<file path="config.mk">
export PLATFORM = sky130hd
export DESIGN_NAME = seq_pattern_tx
export DESIGN_NICKNAME = d
export VERILOG_FILES = /design/src/rtl/seq_pattern_tx.sv
export SDC_FILE = /design/constraint.sdc
export NUM_CORES = 1
export LEC_CHECK = 0
export CORE_ASPECT_RATIO = 1.5
export CORE_MARGIN = 10
export CORE_UTILIZATION = 51
export CTS_CLUSTER_DIAMETER = 200
export CTS_CLUSTER_SIZE = 12
export DETAILED_ROUTE_END_ITERATION = 8
export GPL_ROUTABILITY_DRIVEN = 0
export PLACE_DENSITY_LB_ADDON = 0.12
export SKIP_LAST_GASP = 1
export SYNTH_ARGS = -nofsm -noshare
export SYNTH_HDL_FRONTEND = slang
export SYNTH_SLANG_ARGS = --single-unit
</file>
<file path="constraint.sdc">
create_clock -name clk -period 2.1 [get_ports clk]
set_clock_uncertainty 0.1 [all_clocks]
set_input_delay 0.63 -clock clk [delete_from_list [all_inputs] [get_ports clk]]
set_output_delay 0.63 -clock clk [all_outputs]
set_load 0.05 [all_outputs]
</file>
<file path="src/rtl/seq_pattern_tx.sv">
// rtl/seq_pattern_tx.sv - serial bit-pattern transmitter
// Latches a parallel word and shifts out its low len bits MSB-first, with optional gapped repeats.
module seq_pattern_tx #(
  parameter int DATA_W = 8,
  parameter int REP_W  = 4,
  parameter int GAP    = 2
) (
  input  logic                        clk,
  input  logic                        reset,
  input  logic                        in_valid,
  output logic                        in_ready,
  input  logic [DATA_W-1:0]           in_data,
  input  logic [$clog2(DATA_W+1)-1:0] in_len,
  input  logic [REP_W-1:0]            in_rep,
  input  logic                        abort,
  output logic                        dout,
  output logic                        dout_valid,
  output logic                        busy,
  output logic                        done
);
  localparam int LW = $clog2(DATA_W+1);
  localparam int GW = $clog2(GAP+2);

  typedef enum logic [1:0] {S_IDLE, S_SEND, S_GAP} state_t;

  state_t            state, state_n;
  logic              dout_n, valid_n, done_n;
  logic [DATA_W-1:0] pat, pat_n, sh, sh_n, aligned;
  logic [LW-1:0]     len_q, len_n, cnt, cnt_n, len_eff;
  logic [REP_W-1:0]  rep, rep_n;
  logic [GW-1:0]     gcnt, gcnt_n;
  logic              accept;

  // The field is left-aligned so every bit leaves from the MSB of a plain shifter.
  assign len_eff  = (in_len == '0 || in_len > LW'(DATA_W)) ? LW'(DATA_W) : in_len;
  assign aligned  = in_data << (LW'(DATA_W) - len_eff);
  assign in_ready = reset || (state == S_IDLE && !abort);
  assign accept   = in_valid && in_ready;
  assign busy     = (state != S_IDLE);

  always_comb begin
    state_n = state;
    dout_n  = 1'b0;
    valid_n = 1'b0;
    done_n  = 1'b0;
    pat_n   = pat;
    sh_n    = sh;
    len_n   = len_q;
    cnt_n   = cnt;
    rep_n   = rep;
    gcnt_n  = gcnt;
    case (state)
      S_IDLE: begin
        if (accept) begin
          pat_n   = aligned;
          sh_n    = aligned << 1;
          dout_n  = aligned[DATA_W-1];
          valid_n = 1'b1;
          len_n   = len_eff;
          cnt_n   = len_eff - LW'(1);
          rep_n   = in_rep;
          state_n = S_SEND;
        end
      end
      S_SEND: begin
        if (abort) begin
          state_n = S_IDLE;
          cnt_n   = '0;
          rep_n   = '0;
          gcnt_n  = '0;
        end else if (cnt != '0) begin
          dout_n  = sh[DATA_W-1];
          sh_n    = sh << 1;
          cnt_n   = cnt - LW'(1);
          valid_n = 1'b1;
        end else if (rep != '0) begin
          rep_n = rep - REP_W'(1);
          if (GAP == 0) begin
            dout_n  = pat[DATA_W-1];
            sh_n    = pat << 1;
            cnt_n   = len_q - LW'(1);
            valid_n = 1'b1;
          end else begin
            gcnt_n  = GW'(GAP - 1);
            state_n = S_GAP;
          end
        end else begin
          state_n = S_IDLE;
          done_n  = 1'b1;
        end
      end
      S_GAP: begin
        if (abort) begin
          state_n = S_IDLE;
          cnt_n   = '0;
          rep_n   = '0;
          gcnt_n  = '0;
        end else if (gcnt == '0) begin
          dout_n  = pat[DATA_W-1];
          sh_n    = pat << 1;
          cnt_n   = len_q - LW'(1);
          valid_n = 1'b1;
          state_n = S_SEND;
        end else begin
          gcnt_n = gcnt - GW'(1);
        end
      end
      default: state_n = S_IDLE;
    endcase
  end

  always_ff @(posedge clk or posedge reset) begin
    if (reset) begin
      state      <= S_IDLE;
      dout       <= 1'b0;
      dout_valid <= 1'b0;
      done       <= 1'b0;
      pat        <= '0;
      sh         <= '0;
      len_q      <= '0;
      cnt        <= '0;
      rep        <= '0;
      gcnt       <= '0;
    end else begin
      state      <= state_n;
      dout       <= dout_n;
      dout_valid <= valid_n;
      done       <= done_n;
      pat        <= pat_n;
      sh         <= sh_n;
      len_q      <= len_n;
      cnt        <= cnt_n;
      rep        <= rep_n;
      gcnt       <= gcnt_n;
    end
  end
endmodule
</file>
; ---- Yosys cells after proc, flatten, opt, wreduce, memory -nomap -nowiden
; Index checks and enable logic that the tools add are counted.
[totals]
word_cells = 98
register_bits = 35
out_inout_bits = 5
[classes]
n_lt_le_gt_ge = 1
n_addsub = 6
reduce_logical = 19
shift = 1
n_mux = 48
eq_ne = 13
[ops]
columns = operator, n
row1 = $mux 4, 11
row2 = $mux 8, 5
row3 = $pmux 4 s3, 2
row4 = $pmux 8 s3, 1
row5 = $mux 2, 11
row6 = $sub 4x1->4 const B, 4
row7 = $ne 3x3->1 const B, 5
row8 = $mux 1, 14
row9 = $ne 2x2->1 const B, 6
row10 = $reduce_and 4->1, 2
row11 = $reduce_bool 4->1, 2
row12 = $shl 8x4->8, 1
row13 = $pmux 1 s3, 2
row14 = $pmux 2 s3, 1
row15 = $reduce_and 6->1, 1
row16 = $reduce_and 5->1, 1
row17 = $gt 4x4->1 const B, 1
row18 = $logic_not 2->1, 2
row19 = $logic_not 4->1, 1
row20 = $pmux 2 s2, 1
row21 = $reduce_bool 2->1, 2
row22 = $sub 4x4->4 const A, 1
row23 = $reduce_and 3->1, 1
row24 = $reduce_bool 3->1, 1
row25 = other kinds (7), 9

; ---- Depth between registers and ports, before layout
[logic_depth]
ltp_word = 7
depth_mapped = 10
mapped_depth_nobuf = 8

; ---- Least setup slack after synthesis
; OpenSTA, ideal clock, no wires.
[synth_timing]
path_kind = input -> output
from = in reset
to = out in_ready
t_required_ns = 1.370
t_arrival_ns = 2.202
n_path_buf = 0
setup_slack_ns = -0.832
stages = 2
cell_sequence = inv_1 o21ai_0
[synth_between]
elab_chain_len = 1
[synth_rtl]
columns = element, line_no
row1 = "start, declared", 9  ; input logic reset,
row2 = $logic_or 1x1->1, 37  ; assign in_ready = reset || (state == S_IDLE && !abort);
row3 = "end, declared", 11  ; output logic in_ready,
; No other way between the ends.

; ---- Worst setup path in the final report
[layout_timing]
from = in abort
to = out in_ready
[layout_between]
elab_chain_len = 3
[layout_rtl]
columns = element, line_no
row1 = "start, declared", 15  ; input logic abort,
row2 = $logic_not 1->1, 37
row3 = $logic_and 1x1->1, 37
row4 = $logic_or 1x1->1, 37
; No other way between the ends.

==> metrics.txt <==
crit path max fanout 6; number of cell rows 29; wire per inst 16.4 um; Final setup viols 0; CORE AREA 0.00428 mm^2; Fmax 0.487 GHz; vias in the first global route 2367; EDFF count, synth 0; internal power about 2.5 mW; total of max-cap violations 0; Fill cells roughly 350; combinational family with the most area after synthesis compound AO/OA/AOI/OAI gates; layout cells sized above 1 0.355; Final min period 2050 ps; detailed router's first-iteration violation count 81; WS Path Type input pin to primary output; WP data required ~1400 ps; P_leak roughly 1.5 nW; clk root buf clkbuf_8; first-pass GRT wire length 10.2 mm; Synth Instances 248; synth cell count leaders 34 x dfrtp_1, 28 x nand2_1, 19 x inv_1; main flop type after synthesis dfrtp_1; Die Height 102 um; Critical Path Start Type input pin; critical path's slowest cell clkdlybuf4s15_2; top cell type by total area after synthesis dfrtp_1; critical-path cell list clkdlybuf4s15_2, buf_4, o21ai_4, buf_12; drt pass-1 iters 4; RR Startpoint state[0]; crit-path leading delay family buffers and inverters; setup TNS 0 ps; Synth Area per Inst 9.18 um^2; asr flop ratio synth 1.00; clock network fraction of total power 0.115; Final ANT Viol Nets 0; Post-DP Area 0.00299 mm^2; Area Overhead vs Synth 41.0%; count leader, synth dfrtp_1; ant diodes 0; Yosys top cell area share 0.374; Sw Ratio 0.413; Max VDD drop 0.000603 V; Worst EP arrival 1320 ps; initial antenna violation count 0; outcome finished clean; Post-DP HPWL 4.65 mm; Clock Path Buffers 2; simple-gate area share of the yosys netlist 0.171; DP Cell Count roughly 360; Clock Pin Slew Worst Setup and Hold Paths 70 ps; hold slack 374 ps; I/O Buffers 24; max-slew violations 0; RSZ-0062 raised after global routing yes; # IOs 25; FF+latch count, synth 34; Die X 74.6 um; Worst-Margin Slew 436 ps; # clock sinks 34; hold buffer count at CTS 0; nets 354; Tot GR Track Use 0.169; CTS tree built; cts bufs inserted 5; H-tree levels 2; final WL 6.02 mm; fin cells about 370; number of remaining DRC errors 0; CP Launch Point abort; Logic pwr share 0.607; leading post-synthesis cells by cell area dfrtp_1 37%, ha_1 6.6%, nand2_1 4.6%; Post-Synthesis Cell Area 0.00228 mm^2; Hold Crit Class flip-flop to flip-flop; post-route cell area 0.00321 mm^2; post-synthesis mux area share 0.0896; vias per cell 6.00; routed via count 2201; Fin. Hold Viols 0; Register Area 851 um^2; largest net degree at the start of global routing 35; Buf/Inv on CP 3; crit share post-route 0.977; Rel. slew slack 0.709; grt ovf 0; sequential area share after synthesis 0.374; Syn Nets 280; Worst setup EP type primary output; worst hold start pat[7]; area taken by multi-input logic gates about 0.0014 mm^2; effective utilization at floorplan 0.532; P per Cell Area 1310 mW/mm^2; part of the power in registers 0.278; Die ar. 0.00759 mm^2; Synth Area in XOR/XNOR 0.0297; Worst-Skew Late Latency about 280 ps; Adder-Cell Fraction of Synth Area 0.0659; Net Sw Power 1.74 mW; complex-gate fraction of the synthesized area 0.207; CP max stage delay 220 ps; synth unique cells 57; Warnings, synthesis 0
-- power groups by stage --
stage	registers [mW]	logic [mW]	clock network, mW
floorplan	1.17	1.46	0
global placement	1.16	2.33	0
detailed placement	1.17	2.38	0
CTS	1.16	2.43	0.491
global route	1.21	2.80	0.527
finish	1.17	2.55	0.485
-- kinds of logic (layout without fill, tap and decap cells) --
logic type,after synthesis,count (layout)
xor+xnor,6,6
buf+inv,34,107
compound gates,69,69
fa+ha+maj,12,12
flops,34,34
simple gates,76,76
mux,17,17
-- state kept, by name, indices dropped and copies added, names as in the netlist, 2 cells and up --
register and flops:
cnt 4, rep 4, len_q 4, state 2
sh 7, pat 8, gcnt 2
-- through the flow --
stage,total power [mW],utilization,setup slack [ps]
6_report,4.21,0.750,47.7
3_3_place_gp,3.49,0.699,-612
3_5_place_dp,3.55,0.699,-671
5_1_grt,4.53,0.750,-16.7
2_1_floorplan,2.63,-,-218
4_1_cts,4.08,0.726,-4.75
-- worst min-delay path, cell delays in order (launching register included) --
cell and delay [ps]:
dfrtp_1 350, nand2_1 50, nand2_1 50
-- per-layer routing --
metal	track usage	vias to the layer above	wire length, um
li1	-	1053	-
met1	0.165	1088	2420
met2	0.321	45	3200
met3	0.0291	15	191
met4	0.0936	0	206
met5	0	-	0
-- worst paths after layout --
kind                       endpoint  slack (ps)  cells past startpoint
setup reg to reg             cnt[3]         100                      9
max in group asynchronous  len_q[3]        1020                      3
min in group asynchronous   gcnt[0]         570                      3
hold reg to reg              pat[7]         370                      2
hold / removal               pat[7]         370                      2
setup / recovery           in_ready          50                      4
-- final cells by class --
type | instances | area share
Timing Repair Buffer | 81 | 0.217
Sequential cell | 34 | 0.265
Clock buffer | 6 | 0.0257
Inverter | 20 | 0.0277
Tap cell | 46 | 0.0179
Multi-Input combinational cell | 180 | 0.447
-- cells in the final DEF, fill, tap and decap left out, types with 3 or more instances in the layout --
cell,n
nor2b_1,3
mux2i_1,7
dlygate4sd2_1,3
a221o_1,3
a221oi_1,4
nor2_1,10
ha_1,8
a21oi_1,9
clkbuf_8,6
o21ai_1,3
dfrtp_1,34
nand2_1,28
buf_12,3
nand3_1,4
buf_6,3
mux2_2,7
inv_2,3
buf_4,57
nor3_1,7
nor3b_2,4
xnor2_1,3
o221ai_1,3
a31oi_1,4
o21ai_0,14
nand2b_1,4
a21oi_2,3
inv_1,14
clkdlybuf4s50_1,12
-- what timing repair did --
action	in CTS	in global routing
setup endpoints to repair	25	22
gates resized for setup	21	24
pin swaps	6	8
setup buffers	1	3
(Power assumes the default switching activity.)
